### config.mk
export PLATFORM = sky130hd
export DESIGN_NAME = rx_frame_asm
export DESIGN_NICKNAME = d
export VERILOG_FILES = /design/src/rtl/rx_frame_asm.sv
export SDC_FILE = /design/constraint.sdc
export NUM_CORES = 1
export LEC_CHECK = 0
export ABC_CLOCK_PERIOD_IN_PS = 4140
export CAP_MARGIN = 20
export CORE_UTILIZATION = 46
export DETAILED_ROUTE_END_ITERATION = 7
export PLACE_DENSITY_LB_ADDON = 0.25
export SLEW_MARGIN = 15
export SYNTH_ARGS = -nofsm -noshare
export SYNTH_HDL_FRONTEND = slang
export SYNTH_SLANG_ARGS = --single-unit
export TNS_END_PERCENT = 1
### constraint.sdc
create_clock -name clk -period 4.14 [get_ports clk]
set_clock_uncertainty 0.15 [all_clocks]
set_input_delay 0.828 -clock clk [delete_from_list [all_inputs] [get_ports clk]]
set_output_delay 0.828 -clock clk [all_outputs]
set_load 0.03 [all_outputs]
### src/rtl/rx_frame_asm.sv
// Receive frame assembler: parses src/dst/len/payload/crc bytes from the deserializer,
// filters on destination, checks CRC residue and stores header+payload into a 256-byte buffer.
module rx_frame_asm #(
    parameter int          MAX_LEN    = 253,
    parameter logic [7:0]  BCAST_ADDR = 8'hFF
) (
    input  logic        clk,
    input  logic        reset,
    input  logic        bus_idle,
    input  logic [7:0]  data,
    input  logic        data_clk,
    input  logic [15:0] crc_data,
    input  logic [7:0]  filter,
    input  logic        promisc,
    input  logic        buf_free,
    output logic        wr_en,
    output logic [7:0]  wr_addr,
    output logic [7:0]  wr_data,
    output logic        frame_done,
    output logic [8:0]  frame_len,
    output logic        err_crc,
    output logic        err_len,
    output logic        err_break,
    output logic        lost
);

    typedef enum logic [2:0] {S_IDLE, S_HDR, S_DATA, S_CRC, S_DROP} state_t;

    state_t      state_q, state_d;
    logic [7:0]  byte_cnt_q, byte_cnt_d;
    logic [7:0]  len_q, len_d;
    logic        crc_cnt_q, crc_cnt_d;
    logic        wr_en_q, wr_en_d;
    logic [7:0]  wr_addr_q, wr_addr_d;
    logic [7:0]  wr_data_q, wr_data_d;
    logic        done_q, done_d;
    logic [8:0]  frame_len_q, frame_len_d;
    logic        err_crc_q, err_crc_d;
    logic        err_len_q, err_len_d;
    logic        err_break_q, err_break_d;
    logic        lost_q, lost_d;

    logic dst_match;
    assign dst_match = promisc || (data == filter) || (data == BCAST_ADDR);

    always_comb begin
        state_d     = state_q;
        byte_cnt_d  = byte_cnt_q;
        len_d       = len_q;
        crc_cnt_d   = crc_cnt_q;
        wr_en_d     = 1'b0;
        wr_addr_d   = wr_addr_q;
        wr_data_d   = wr_data_q;
        done_d      = 1'b0;
        frame_len_d = frame_len_q;
        err_crc_d   = 1'b0;
        err_len_d   = 1'b0;
        err_break_d = 1'b0;
        lost_d      = 1'b0;

        case (state_q)
            S_IDLE: begin
                if (data_clk && !bus_idle) begin
                    if (buf_free) begin
                        wr_en_d    = 1'b1;
                        wr_addr_d  = 8'd0;
                        wr_data_d  = data;
                        byte_cnt_d = 8'd1;
                        state_d    = S_HDR;
                    end else begin
                        lost_d  = 1'b1;
                        state_d = S_DROP;
                    end
                end
            end
            S_HDR, S_DATA, S_CRC: begin
                // A bus break wins over a byte arriving in the same cycle.
                if (bus_idle) begin
                    err_break_d = 1'b1;
                    state_d     = S_IDLE;
                end else if (data_clk) begin
                    if (state_q == S_HDR && byte_cnt_q == 8'd1) begin
                        wr_en_d   = 1'b1;
                        wr_addr_d = 8'd1;
                        wr_data_d = data;
                        if (dst_match) begin
                            byte_cnt_d = 8'd2;
                        end else begin
                            state_d = S_DROP;
                        end
                    end else if (state_q == S_HDR) begin
                        if ({1'b0, data} > 9'(MAX_LEN)) begin
                            err_len_d = 1'b1;
                            state_d   = S_DROP;
                        end else begin
                            wr_en_d    = 1'b1;
                            wr_addr_d  = 8'd2;
                            wr_data_d  = data;
                            len_d      = data;
                            byte_cnt_d = 8'd3;
                            crc_cnt_d  = 1'b0;
                            state_d    = (data == 8'd0) ? S_CRC : S_DATA;
                        end
                    end else if (state_q == S_DATA) begin
                        wr_en_d    = 1'b1;
                        wr_addr_d  = byte_cnt_q;
                        wr_data_d  = data;
                        byte_cnt_d = byte_cnt_q + 8'd1;
                        // Last payload byte lands at len+2, at most 255.
                        if (byte_cnt_q == len_q + 8'd2) begin
                            crc_cnt_d = 1'b0;
                            state_d   = S_CRC;
                        end
                    end else begin
                        if (!crc_cnt_q) begin
                            crc_cnt_d = 1'b1;
                        end else begin
                            if (crc_data == 16'h0000) begin
                                done_d      = 1'b1;
                                frame_len_d = {1'b0, len_q} + 9'd3;
                            end else begin
                                err_crc_d = 1'b1;
                            end
                            state_d = S_DROP;
                        end
                    end
                end
            end
            S_DROP: begin
                if (bus_idle) begin
                    state_d = S_IDLE;
                end
            end
            default: state_d = S_DROP;
        endcase
    end

    always_ff @(posedge clk) begin
        if (reset) begin
            state_q     <= S_DROP;
            byte_cnt_q  <= 8'd0;
            len_q       <= 8'd0;
            crc_cnt_q   <= 1'b0;
            wr_en_q     <= 1'b0;
            wr_addr_q   <= 8'd0;
            wr_data_q   <= 8'd0;
            done_q      <= 1'b0;
            frame_len_q <= 9'd0;
            err_crc_q   <= 1'b0;
            err_len_q   <= 1'b0;
            err_break_q <= 1'b0;
            lost_q      <= 1'b0;
        end else begin
            state_q     <= state_d;
            byte_cnt_q  <= byte_cnt_d;
            len_q       <= len_d;
            crc_cnt_q   <= crc_cnt_d;
            wr_en_q     <= wr_en_d;
            wr_addr_q   <= wr_addr_d;
            wr_data_q   <= wr_data_d;
            done_q      <= done_d;
            frame_len_q <= frame_len_d;
            err_crc_q   <= err_crc_d;
            err_len_q   <= err_len_d;
            err_break_q <= err_break_d;
            lost_q      <= lost_d;
        end
    end

    assign wr_en      = wr_en_q;
    assign wr_addr    = wr_addr_q;
    assign wr_data    = wr_data_q;
    assign frame_done = done_q;
    assign frame_len  = frame_len_q;
    assign err_crc    = err_crc_q;
    assign err_len    = err_len_q;
    assign err_break  = err_break_q;
    assign lost       = lost_q;

endmodule
* Word level (Yosys, flattened, before mapping)
Cells that the tools add are included.
Cells by class: add/subtract/negate cells 3, magnitude comparators 1, eq/ne operators 22, muxes and demuxes 60, bitwise gates (word level) 10, reductions and logical operators 20
Operators with widths (number):
- two-way mux 8 bit | 25
- case mux 8 bit (2 select lines) | 3
- two-way mux 3 bit | 12
- two-way mux 1 bit | 18
- AND reduction 6 bit | 3
- == test 8 bit | 2
- logical NOT 16 bit | 1
- AND reduction 8 bit | 2
- inequality test 2 bit, second input constant | 6
- inequality test 4 bit, second input constant | 3
- inequality test 6 bit, second input constant | 2
- NOT 1 bit | 10
- adder 8 x 2 -> 9 bit, second input constant | 1
- case mux 3 bit (3 select lines) | 1
- adder 8 x 1 -> 8 bit, second input constant | 1
- adder 8 x 2 -> 8 bit, second input constant | 1
- == test 8 x 1 -> 1 bit, second input constant | 1
- == test 8 bit, second input constant | 1
- greater-than comparator 8 bit, second input constant | 1
- logical NOT 8 bit | 1
- OR reduction 8 bit | 1
- AND reduction 7 bit | 1
- == test 3 x 2 -> 1 bit, second input constant | 2
- inequality test 3 bit, second input constant | 2
- other kinds (12) | 15
Word-level totals: register bits 51, input bits 38, word-level logic and storage cells 129

* Logic depth before layout (Yosys ltp)
Gate-level depths: netlist of run 1.
depth after elaboration 9, depth in mapped cells 12, gate-level depth less buffers 8

* Least setup slack after synthesis of run 1
Ideal clock, no wire load.
path kind input to register, start point input port data[3], end point register byte_cnt_q[2], arrival 2282 ps, data required time 3920 ps, slack 1637 ps, stages on the path 6, buffers on the path 0, path through xor2_1 nor4_1 a221oi_1 a311o_1 or4_1 a21oi_1
Between the ends: word-level cells in the longest chain between the ends 5
RTL lines:
- start, declared | RTL line 10 | input logic [7:0] data,
- branches (longest 4 deep; another with greater-than comparator 8 bit)
- AND reduction 8 bit (no source line) (*)
- end signal, assigned | RTL line 155 | byte_cnt_q <= byte_cnt_d;
- end, declared | RTL line 30 | logic [7:0] byte_cnt_q, byte_cnt_d;
Every way passes the cells marked *. A chain may end at the register's enable or synchronous reset.

* Final worst setup path of run 1
start point input port bus_idle, end point register frame_len_q[3] (netlist: frame_len[3])
Between the ends: word-level cells in the longest chain between the ends 2
RTL lines:
- start, declared | RTL line 9 | input logic bus_idle,
- NOT 1 bit (no source line)
- AND reduction 8 bit (no source line)
- end signal, assigned | RTL line 162 | frame_len_q <= frame_len_d;
- end, declared | RTL line 37 | logic [8:0] frame_len_q, frame_len_d;
Every way passes these cells.

==> run_summary.xml, run 1 <==
<?xml version="1.0" encoding="UTF-8"?>
<metrics>
  <group name="logic_synthesis">
    <metric name="syn_area" unit="mm2">0.00267</metric>
    <metric name="synth_top_area_cell" unit="">sky130_fd_sc_hd__dfxtp_1</metric>
    <metric name="ys_top_cells_by_area" unit="">sky130_fd_sc_hd__dfxtp_1, sky130_fd_sc_hd__nand2_1, sky130_fd_sc_hd__xnor2_1</metric>
    <metric name="synth_top_flop_cell" unit="">sky130_fd_sc_hd__dfxtp_1</metric>
    <metric name="yosysSeqAreaShare" unit="%">38.3</metric>
    <metric name="netlist.area_leader.share" unit="%">38.3</metric>
    <metric name="synth.lib_cells_used.distinct" unit="">46</metric>
    <metric name="yosys.cell_count.top_type" unit="">sky130_fd_sc_hd__dfxtp_1</metric>
    <metric name="synth.yosys.warnings" unit="">0</metric>
    <metric name="postSynthCellCount" unit="">327</metric>
    <metric name="synth.cells.most_frequent" unit="">sky130_fd_sc_hd__dfxtp_1, sky130_fd_sc_hd__nand2_1, sky130_fd_sc_hd__nor2_1</metric>
    <metric name="synth_area_per_cell" unit="um2">8.15</metric>
    <metric name="number_of_synthesized_register_bits" unit="">51</metric>
    <metric name="synth_edf_count" unit="">0</metric>
    <metric name="async_flop_share" unit="%">0</metric>
    <metric name="syn_nets" unit="">370</metric>
  </group>
  <group name="cts">
    <metric name="htree_levels" unit="">2</metric>
    <metric name="clkTransAtPathRegs" unit="ns">0.10</metric>
    <metric name="sinks_on_clock_net" unit="">51</metric>
    <metric name="holdBufCountCts" unit="">0</metric>
    <metric name="ctsLongestPathBuffers" unit="">2</metric>
    <metric name="cts_tree" unit="">done</metric>
    <metric name="cts_setup_buffers" unit="">0</metric>
    <metric name="clock_latency" unit="ns">0.31</metric>
    <metric name="clock_tree.root_cell" unit="">sky130_fd_sc_hd__clkbuf_8</metric>
    <metric name="tritoncts.num_buffers" unit="">5</metric>
    <metric name="cts_resized" unit="">0</metric>
  </group>
  <group name="floorplan">
    <metric name="core.rowCount" unit="">27</metric>
    <metric name="core_area" unit="mm2">0.00554</metric>
    <metric name="die-width" unit="um">78.1</metric>
    <metric name="fp.dieH" unit="um">78.1</metric>
    <metric name="initial_utilization" unit="%">48.1</metric>
    <metric name="num_io_pins" unit="">69</metric>
    <metric name="die_area" unit="mm2">0.00610</metric>
  </group>
  <group name="timing">
    <metric name="final.min_clock_period" unit="ns">3.07</metric>
    <metric name="unrepaired_setup_endpoints_after_global_routing" unit="">false</metric>
    <metric name="slew-limit-headroom" unit="%">41.5</metric>
    <metric name="worst_pin_slew" unit="ns">0.875</metric>
    <metric name="final_min_period_over_clock_period" unit="%">74.2</metric>
    <metric name="total_negative_setup_slacks" unit="ns">0</metric>
    <metric name="timing.final.max_slew_violations" unit="">0</metric>
    <metric name="hold_viol" unit="">0</metric>
    <metric name="maxClockFrequency" unit="MHz">326</metric>
    <metric name="report.final.setup_viol" unit="">0</metric>
  </group>
  <group name="worst_setup_path">
    <metric name="required_time_worst_endpoint" unit="ns">4.19</metric>
    <metric name="worst_ep_arrival_time" unit="ns">3.13</metric>
    <metric name="max_stage_delay" unit="ns">0.59</metric>
    <metric name="worst_setup_path_startpoint" unit="">bus_idle</metric>
    <metric name="worstSetupEndpointType" unit="">flip-flop</metric>
    <metric name="crit_chain" unit="">clkdlybuf4s50_1, nand2b_1, nor3b_1, and3_1, mux2i_1, nor2_1</metric>
    <metric name="startpoint_type" unit="">input port</metric>
    <metric name="crit-reg2reg-launch" unit="">state_q[1]</metric>
    <metric name="timing.reg2reg.setup_slack" unit="ns">1.40</metric>
    <metric name="slowest_stage" unit="">sky130_fd_sc_hd__and3_1</metric>
    <metric name="setup.worst_path.class" unit="">in2reg</metric>
    <metric name="critical_path_peak_fanout" unit="">16</metric>
  </group>
  <group name="finish">
    <metric name="register_area" unit="mm2">0.00102</metric>
    <metric name="diodes" unit="">0</metric>
    <metric name="drive_gt1_share" unit="%">4.46</metric>
    <metric name="multi_input_area" unit="mm2">0.00151</metric>
    <metric name="final_cells" unit="">453</metric>
    <metric name="design.final.nets" unit="">423</metric>
    <metric name="fillers" unit="">512</metric>
    <metric name="area_delta_synth_final" unit="%">28.9</metric>
  </group>
  <group name="pwr">
    <metric name="cellPowerDensity" unit="mW/mm2">265</metric>
    <metric name="power_leakage" unit="nW">1.12</metric>
    <metric name="peakVddDrop" unit="V">0.000196</metric>
  </group>
  <group name="global_routing">
    <metric name="grt_max_degree" unit="">25</metric>
    <metric name="antenna_found_initial" unit="">0</metric>
    <metric name="routing_usage_on_met3" unit="%">4.77</metric>
    <metric name="globalRouteOverflowTotal" unit="">0</metric>
    <metric name="globalRouteMet2Util" unit="%">39.6</metric>
    <metric name="grtUsageMet1" unit="%">27.3</metric>
    <metric name="grt_pass1_vias" unit="">2327</metric>
    <metric name="grt_pass1_wl" unit="mm">11.0</metric>
    <metric name="track_usage" unit="%">22.6</metric>
    <metric name="gr-max-usage-layer" unit="">met2</metric>
  </group>
  <group name="outcome">
    <metric name="run_status" unit="">finished clean</metric>
  </group>
  <group name="drt">
    <metric name="first_iter_violations" unit="">119</metric>
    <metric name="routed_via_density" unit="">5.42</metric>
    <metric name="detailroute.via_count" unit="">2456</metric>
    <metric name="first_pass_iters" unit="">4</metric>
    <metric name="number_of_design_rule_violations_left_after_detail_routing" unit="">0</metric>
    <metric name="drtAntennaViolNets" unit="">0</metric>
    <metric name="routed_wl" unit="mm">6.54</metric>
    <metric name="wl_per_cell" unit="um">14.4</metric>
  </group>
  <group name="placement">
    <metric name="placed_cells_incl_taps" unit="">445</metric>
    <metric name="io_buffers" unit="">68</metric>
    <metric name="finalWeightedCongestion" unit="">0.898</metric>
    <metric name="detailed_place_hpwl" unit="mm">4.94</metric>
  </group>
  <group name="run">
    <metric name="timing.max_cap.violations" unit="">0</metric>
  </group>
  <group name="min_path">
    <metric name="holdCritStartpoint" unit="">wr_addr[5]</metric>
    <metric name="hold_path_class" unit="">reg2reg</metric>
  </group>
</metrics>
## critical path: cells and delay by family
family	cells	cell delay, ns
buf+inv	1	0.54
simple gates	4	1.50
mux	1	0.25
## power breakdown
group	internal [W]	switching (W)	total (W)
registers	0.000495	0.00000940	0.000504
clock network	0.000121	0.000174	0.000295
logic	0.0000569	0.0000538	0.000111
## cell type report
class	count	area share, %
timing repair buffer	71	20.5
clock buffer	5	2.00
tap	72	2.62
multi-input combinational	246	43.9
clock inverter	3	0.728
sequential	51	29.7
inverter	5	0.546
## flip-flops by register name, indices dropped and copies added, names as in the netlist
name        cells
state_q         3
crc_cnt_q       1
err_crc         1
wr_en           1
err_len         1
frame_done      1
wr_addr         8
frame_len       9
err_break       1
lost            1
byte_cnt_q      8
wr_data         8
len_q           8
## worst paths after layout
kind,end,cells after the start
worst max-delay path,frame_len[3],6
worst min-delay path,wr_addr[5],2
worst min register to register,wr_addr[5],2
worst max register to register,frame_len[3],5
## metrics by stage
stage	total power (W)	setup slack [ns]	util (%)	area (um2)	hold WS, ns
after floorplan	0.000569	1.64	-	2670	0.297
after global placement	0.000624	0.839	60.3	3340	0.293
after detailed placement	0.000626	0.770	60.3	3340	0.297
after CTS	0.000918	1.09	62.0	3440	0.315
after global routing	0.000946	0.862	62.0	3440	0.331
final	0.000910	1.07	62.0	3440	0.307
## logic make-up after synthesis
kind of cell	synth area share (%)
and+or+nand+nor	27.2
DFF	38.3
AOI/OAI and AO/OA	12.4
xor gates and xnor gates	10.2
adders and majority gates	2.35
buffers and inverters	5.07
muxes	4.51
## per-layer routing
layer	share of wire, %	vias up
met5	0	-
met4	1.2	0
met3	6.1	7
met2	48	73
met1	44	1139
li1	-	1237
## layout by cell type, fill, tap and decap left out, types with 6 or more instances in the layout
master	count
sky130_fd_sc_hd__clkdlybuf4s50_1	68
sky130_fd_sc_hd__dfxtp_1	51
sky130_fd_sc_hd__nand2_1	39
sky130_fd_sc_hd__nor2_1	36
sky130_fd_sc_hd__a21oi_1	25
sky130_fd_sc_hd__nand3_1	16
sky130_fd_sc_hd__xnor2_1	16
sky130_fd_sc_hd__xor2_1	15
sky130_fd_sc_hd__nor3_1	12
sky130_fd_sc_hd__mux2i_1	12
sky130_fd_sc_hd__nor4_1	11
sky130_fd_sc_hd__o21ai_0	9
sky130_fd_sc_hd__nand2b_1	6
sky130_fd_sc_hd__a211oi_1	6
Note: power is estimated with default switching activity, not from simulation.
==> inputs of run 2 (changes only) <==
- ABC_CLOCK_PERIOD_IN_PS: 4140 -> 2800
- CORE_UTILIZATION: 46 -> 44
- clock period: 4.14 -> 2.8 ns (I/O delays scaled with it)
==> run 2 against run 1 <==
Effect of this change: cell count rose by 4.6%; via count rose by 1.5%; hold slack improved by 0.0010 ns; clock power rose by 50%; sequential cell count did not move; sequential share of layout area fell by 1.3 points; sequential power rose by 47%; wire length rose by 0.83%; register-to-register slack got worse by 1.1 ns; first-iteration DRC count fell by 14%; critical path depth rose by 1; critical path type unchanged; largest power group unchanged.
==> run_summary.xml, run 2 (same netlist as run 1, synthesis figures left out) <==
<?xml version="1.0" encoding="UTF-8"?>
<metrics>
  <group name="cts">
    <metric name="ctsLongestPathBuffers" unit="">2</metric>
    <metric name="htree_levels" unit="">2</metric>
    <metric name="holdBufCountCts" unit="">0</metric>
    <metric name="sinks_on_clock_net" unit="">51</metric>
    <metric name="clkTransAtPathRegs" unit="ns">0.11</metric>
    <metric name="tritoncts.num_buffers" unit="">5</metric>
    <metric name="clock_latency" unit="ns">0.32</metric>
    <metric name="cts_resized" unit="">0</metric>
    <metric name="clock_tree.root_cell" unit="">sky130_fd_sc_hd__clkbuf_8</metric>
    <metric name="cts_tree" unit="">done</metric>
    <metric name="cts_setup_buffers" unit="">0</metric>
  </group>
  <group name="timing">
    <metric name="timing.final.max_slew_violations" unit="">0</metric>
    <metric name="final_min_period_over_clock_period" unit="%">94.7</metric>
    <metric name="worst_pin_slew" unit="ns">0.900</metric>
    <metric name="unrepaired_setup_endpoints_after_global_routing" unit="">false</metric>
    <metric name="final.min_clock_period" unit="ns">2.65</metric>
    <metric name="hold_viol" unit="">0</metric>
    <metric name="postLayoutSetupSlackWorst" unit="ns">0.148</metric>
    <metric name="slew-limit-headroom" unit="%">39.8</metric>
    <metric name="report.final.setup_viol" unit="">0</metric>
    <metric name="timing.hold.ws" unit="ns">0.308</metric>
    <metric name="total_negative_setup_slacks" unit="ns">0</metric>
    <metric name="maxClockFrequency" unit="MHz">377</metric>
  </group>
  <group name="drt">
    <metric name="number_of_design_rule_violations_left_after_detail_routing" unit="">0</metric>
    <metric name="routed_wl" unit="mm">6.59</metric>
    <metric name="first_pass_iters" unit="">4</metric>
    <metric name="first_iter_violations" unit="">102</metric>
    <metric name="wl_per_cell" unit="um">13.9</metric>
    <metric name="detailroute.via_count" unit="">2493</metric>
    <metric name="routed_via_density" unit="">5.26</metric>
    <metric name="drtAntennaViolNets" unit="">0</metric>
  </group>
  <group name="pwr">
    <metric name="clkPwrFrac" unit="%">32.2</metric>
    <metric name="cellPowerDensity" unit="mW/mm2">383</metric>
    <metric name="power" unit="W">0.00138</metric>
    <metric name="switching_share" unit="%">26.3</metric>
    <metric name="comb_power_share" unit="%">13.9</metric>
    <metric name="sequential_group_share_of_total_power" unit="%">53.9</metric>
    <metric name="switchingPower" unit="W">0.000362</metric>
    <metric name="peakVddDrop" unit="V">0.000216</metric>
    <metric name="p_int" unit="W">0.00101</metric>
    <metric name="power_leakage" unit="nW">1.21</metric>
  </group>
  <group name="floorplan">
    <metric name="die-width" unit="um">79.8</metric>
    <metric name="core_area" unit="mm2">0.00568</metric>
    <metric name="initial_utilization" unit="%">47.0</metric>
    <metric name="die_area" unit="mm2">0.00637</metric>
    <metric name="fp.dieH" unit="um">79.8</metric>
    <metric name="core.rowCount" unit="">27</metric>
    <metric name="num_io_pins" unit="">69</metric>
  </group>
  <group name="global_routing">
    <metric name="grt_max_degree" unit="">33</metric>
    <metric name="grt_pass1_wl" unit="mm">11.0</metric>
    <metric name="antenna_found_initial" unit="">0</metric>
    <metric name="track_usage" unit="%">22.4</metric>
    <metric name="globalRouteOverflowTotal" unit="">0</metric>
    <metric name="grt_pass1_vias" unit="">2326</metric>
  </group>
  <group name="finish">
    <metric name="drive_gt1_share" unit="%">9.45</metric>
    <metric name="layout_common_cells" unit="">sky130_fd_sc_hd__clkdlybuf4s50_1, sky130_fd_sc_hd__dfxtp_1, sky130_fd_sc_hd__nand2_1</metric>
    <metric name="largest_register_ffs" unit="">9</metric>
    <metric name="area_delta_synth_final" unit="%">34.8</metric>
    <metric name="design.final.nets" unit="">444</metric>
    <metric name="diodes" unit="">0</metric>
    <metric name="layout.cells.most_common" unit="">sky130_fd_sc_hd__clkdlybuf4s50_1</metric>
  </group>
  <group name="worst_setup_path">
    <metric name="critical_path_peak_fanout" unit="">8</metric>
    <metric name="crit-reg2reg-launch" unit="">byte_cnt_q[1]</metric>
    <metric name="rr_worst_depth" unit="">8</metric>
    <metric name="worstSetupEndpointType" unit="">flip-flop</metric>
    <metric name="worst_ep_arrival_time" unit="ns">2.76</metric>
    <metric name="worstReg2RegEnd" unit="">wr_addr[7]</metric>
    <metric name="timing.reg2reg.setup_slack" unit="ns">0.30</metric>
    <metric name="setup.worst_path.class" unit="">in2reg</metric>
    <metric name="required_time_worst_endpoint" unit="ns">2.91</metric>
    <metric name="startpoint_type" unit="">input port</metric>
  </group>
  <group name="min_path">
    <metric name="holdPathEnd" unit="">wr_addr[4]</metric>
    <metric name="hold_path_depth" unit="">2</metric>
    <metric name="holdCritStartpoint" unit="">wr_addr[4]</metric>
    <metric name="hold_path_class" unit="">reg2reg</metric>
  </group>
  <group name="placement">
    <metric name="dp_worst_setup_slack" unit="ns">-0.160</metric>
    <metric name="detailed_place_hpwl" unit="mm">4.98</metric>
    <metric name="finalWeightedCongestion" unit="">0.831</metric>
    <metric name="io_buffers" unit="">68</metric>
  </group>
  <group name="outcome">
    <metric name="run_status" unit="">finished clean</metric>
  </group>
  <group name="run">
    <metric name="timing.max_cap.violations" unit="">0</metric>
  </group>
</metrics>
run 2: how the worst max path moves through the flow:
stage | endpoint | start | cells past startpoint | slack, ns
after floorplan | byte_cnt_q[2] | byte_cnt_q[1] | 10 | 0.39
after global placement | byte_cnt_q[2] | data[2] | 7 | -0.08
after detailed placement | byte_cnt_q[2] | data[3] | 7 | -0.16
after CTS | byte_cnt_q[2] | data[3] | 7 | 0.14
after global routing | byte_cnt_q[2] | data[2] | 7 | 0.05
final | byte_cnt_q[2] | data[3] | 7 | 0.15
run 2: final cells by class:
cell class              instances  area (um2)
well taps                      72        90.1
clock buffers                   5        68.8
flip-flops and latches         51        1020
multi-input cells             246        1510
inverters                       5        18.8
repair buffers                 92         861
clock inverters                 3        23.8
fillers                       508        2080
run 2: power by group through the flow:
stage	Clock, W	Sequential, W	Combinational [W]
2_1_floorplan	0	0.000758	0.0000825
6_report	0.000443	0.000742	0.000192
5_1_grt	0.000483	0.000743	0.000208
3_5_place_dp	0	0.000759	0.000191
3_3_place_gp	0	0.000758	0.000189
4_1_cts	0.000450	0.000742	0.000192
run 2: worst max-delay path: stages:
cell and delay (ns):
sky130_fd_sc_hd__clkdlybuf4s50_1 0.47, sky130_fd_sc_hd__xor2_1 0.19, sky130_fd_sc_hd__nor4_1 0.33, sky130_fd_sc_hd__a221oi_1 0.16, sky130_fd_sc_hd__a311o_1 0.48, sky130_fd_sc_hd__or4_1 0.43
sky130_fd_sc_hd__a21oi_1 0.15
run 2: routing by layer:
metal / GRT usage [%] / part of all wire [%] / wire length (um)
met1: 28.8 / 46 / 3000
met2: 37.6 / 47 / 3130
met3: 4.34 / 5.8 / 382
met4: 7.14 / 1.2 / 81
met5: 0 / 0 / 0
run 2: metrics by stage:
stage | cell area [um2] | cells | util, %
3_5_place_dp | 3500 | 466 | 61.7
4_1_cts | 3590 | 474 | 63.3
5_1_grt | 3590 | 474 | 63.3
6_report | 3590 | 474 | 63.3
3_3_place_gp | 3500 | 466 | 61.7
2_1_floorplan | 2670 | 327 | -
==> inputs of run 3 (changes only) <==
- ABC_CLOCK_PERIOD_IN_PS: 2800 -> 3300
- CORE_UTILIZATION: 44 -> 31
- clock period: 2.8 -> 3.3 ns (I/O delays scaled with it)
==> run 3 against run 2 <==
Effect of this change: sequential cell count unchanged; clock power down 14%; cell count rose by 5.3%; count of clock-buffer cells in the layout stayed put; sequential share of layout area increased by 0.13 points.
==> run_summary.xml, run 3 (same netlist as run 1, synthesis figures left out) <==
<?xml version="1.0" encoding="UTF-8"?>
<metrics>
  <group name="outcome">
    <metric name="run_status" unit="">finished clean</metric>
  </group>
  <group name="pwr">
    <metric name="power_leakage" unit="nW">1.18</metric>
    <metric name="cellPowerDensity" unit="mW/mm2">326</metric>
    <metric name="peakVddDrop" unit="V">0.000187</metric>
  </group>
  <group name="timing">
    <metric name="worst_pin_slew" unit="ns">0.988</metric>
    <metric name="hold_viol" unit="">0</metric>
    <metric name="maxClockFrequency" unit="MHz">357</metric>
    <metric name="final.min_clock_period" unit="ns">2.80</metric>
    <metric name="total_negative_setup_slacks" unit="ns">0</metric>
    <metric name="slew-limit-headroom" unit="%">33.9</metric>
    <metric name="postLayoutSetupSlackWorst" unit="ns">0.501</metric>
    <metric name="unrepaired_setup_endpoints_after_global_routing" unit="">false</metric>
    <metric name="final_min_period_over_clock_period" unit="%">84.8</metric>
    <metric name="report.final.setup_viol" unit="">0</metric>
    <metric name="timing.final.max_slew_violations" unit="">0</metric>
  </group>
  <group name="worst_setup_path">
    <metric name="worst_ep_arrival_time" unit="ns">2.89</metric>
    <metric name="required_time_worst_endpoint" unit="ns">3.39</metric>
    <metric name="startpoint_type" unit="">input port</metric>
    <metric name="critical_path_peak_fanout" unit="">8</metric>
    <metric name="setup.worst_path.class" unit="">in2reg</metric>
    <metric name="timing.reg2reg.setup_slack" unit="ns">0.65</metric>
    <metric name="worstSetupEndpointType" unit="">flip-flop</metric>
  </group>
  <group name="drt">
    <metric name="detailroute.via_count" unit="">2471</metric>
    <metric name="number_of_design_rule_violations_left_after_detail_routing" unit="">0</metric>
    <metric name="wl_per_cell" unit="um">13.6</metric>
    <metric name="first_pass_iters" unit="">4</metric>
    <metric name="routed_wl" unit="mm">6.80</metric>
    <metric name="first_iter_violations" unit="">92</metric>
    <metric name="drtAntennaViolNets" unit="">0</metric>
    <metric name="routed_via_density" unit="">4.95</metric>
  </group>
  <group name="cts">
    <metric name="cts_setup_buffers" unit="">0</metric>
    <metric name="clock_latency" unit="ns">0.31</metric>
    <metric name="cts_tree" unit="">done</metric>
    <metric name="htree_levels" unit="">2</metric>
    <metric name="clkTransAtPathRegs" unit="ns">0.11</metric>
    <metric name="clock_tree.root_cell" unit="">sky130_fd_sc_hd__clkbuf_8</metric>
    <metric name="ctsLongestPathBuffers" unit="">2</metric>
    <metric name="holdBufCountCts" unit="">0</metric>
    <metric name="cts_resized" unit="">0</metric>
    <metric name="sinks_on_clock_net" unit="">51</metric>
    <metric name="tritoncts.num_buffers" unit="">5</metric>
  </group>
  <group name="global_routing">
    <metric name="grt_pass1_vias" unit="">2328</metric>
    <metric name="track_usage" unit="%">16.5</metric>
    <metric name="globalRouteOverflowTotal" unit="">0</metric>
    <metric name="antenna_found_initial" unit="">0</metric>
    <metric name="grt_pass1_wl" unit="mm">11.6</metric>
    <metric name="grt_max_degree" unit="">19</metric>
  </group>
  <group name="finish">
    <metric name="multi_input_area" unit="mm2">0.00151</metric>
    <metric name="area_delta_synth_final" unit="%">34.2</metric>
    <metric name="design.final.nets" unit="">436</metric>
    <metric name="drive_gt1_share" unit="%">7.61</metric>
    <metric name="fillers" unit="">865</metric>
    <metric name="layout_common_cells" unit="">sky130_fd_sc_hd__clkdlybuf4s50_1, sky130_fd_sc_hd__dfxtp_1, sky130_fd_sc_hd__nand2_1</metric>
    <metric name="diodes" unit="">0</metric>
    <metric name="register_area" unit="mm2">0.00102</metric>
    <metric name="layout.cells.most_common" unit="">sky130_fd_sc_hd__clkdlybuf4s50_1</metric>
    <metric name="largest_register_ffs" unit="">9</metric>
  </group>
  <group name="placement">
    <metric name="io_buffers" unit="">68</metric>
    <metric name="finalWeightedCongestion" unit="">0.837</metric>
    <metric name="detailed_place_hpwl" unit="mm">5.31</metric>
    <metric name="dp_worst_setup_slack" unit="ns">0.206</metric>
  </group>
  <group name="min_path">
    <metric name="hold_path_class" unit="">reg2reg</metric>
  </group>
  <group name="floorplan">
    <metric name="core_area" unit="mm2">0.00826</metric>
    <metric name="die_area" unit="mm2">0.00897</metric>
    <metric name="initial_utilization" unit="%">32.3</metric>
    <metric name="core.rowCount" unit="">33</metric>
    <metric name="fp.dieH" unit="um">94.7</metric>
    <metric name="num_io_pins" unit="">69</metric>
    <metric name="die-width" unit="um">94.7</metric>
  </group>
  <group name="run">
    <metric name="timing.max_cap.violations" unit="">0</metric>
  </group>
</metrics>
## run 3: cell types whose count changed in the layout (fill, tap and decap cells not counted), sizes merged
cell / previous run / this run
inv: 6 / 7
clkinvlp: 2 / 0
clkinv: 0 / 1
buf: 24 / 16
## run 3: path summary, 6_finish.rpt
| kind | from | cells past startpoint | end |
|---|---|---|---|
| hold / removal | wr_addr[7] | 2 | wr_addr[7] |
| hold reg to reg | wr_addr[7] | 2 | wr_addr[7] |
| setup / recovery | data[2] | 7 | byte_cnt_q[2] |
| setup reg to reg | byte_cnt_q[1] | 9 | byte_cnt_q[2] |
## run 3: cell type report
| cell class | count | share of cell area [%] |
|---|---|---|
| Timing Repair Buffer | 84 | 22.4 |
| Inverter | 5 | 0.525 |
| Tap cell | 105 | 3.67 |
| Clock buffer | 5 | 1.92 |
| Clock inverter | 3 | 0.735 |
| Sequential cell | 51 | 28.6 |
| Multi-Input combinational cell | 246 | 42.2 |
## run 3: metrics by stage
| stage | cells | hold slack (ns) | util [%] | total power (W) | instance area [um2] |
|---|---|---|---|---|---|
| 6_report | 499 | 0.315 | 43.3 | 0.00117 | 3580 |
| 5_1_grt | 499 | 0.338 | 43.3 | 0.00122 | 3580 |
| 4_1_cts | 499 | 0.319 | 43.3 | 0.00118 | 3580 |
| 3_5_place_dp | 491 | 0.297 | 42.2 | 0.000797 | 3480 |
| 3_3_place_gp | 491 | 0.297 | 42.2 | 0.000796 | 3480 |
| 2_1_floorplan | 327 | 0.297 | - | 0.000713 | 2670 |
## run 3: layer usage
| layer | GRT usage [%] | wire length (um) | up-vias | share of wire, % |
|---|---|---|---|---|
| met4 | 4.55 | 82 | 0 | 1.2 |
| met5 | 0 | 0 | - | 0 |
| met1 | 22.0 | 3240 | 1144 | 48 |
| li1 | - | - | 1266 | - |
| met2 | 27.0 | 3190 | 55 | 47 |
| met3 | 3.06 | 295 | 6 | 4.3 |
## run 3: critical path: stages
cell,delay (ns)
sky130_fd_sc_hd__clkdlybuf4s50_1,0.52
sky130_fd_sc_hd__xor2_1,0.21
sky130_fd_sc_hd__nor4_1,0.29
sky130_fd_sc_hd__a221oi_1,0.16
sky130_fd_sc_hd__a311o_1,0.48
sky130_fd_sc_hd__or4_1,0.43
sky130_fd_sc_hd__a21oi_1,0.14
## run 3: report_power, final
part | total (W) | internal (W) | switching (W)
registers | 0.000628 | 0.000621 | 0.00000668
clock network | 0.000383 | 0.000156 | 0.000226
logic | 0.000155 | 0.0000808 | 0.0000745
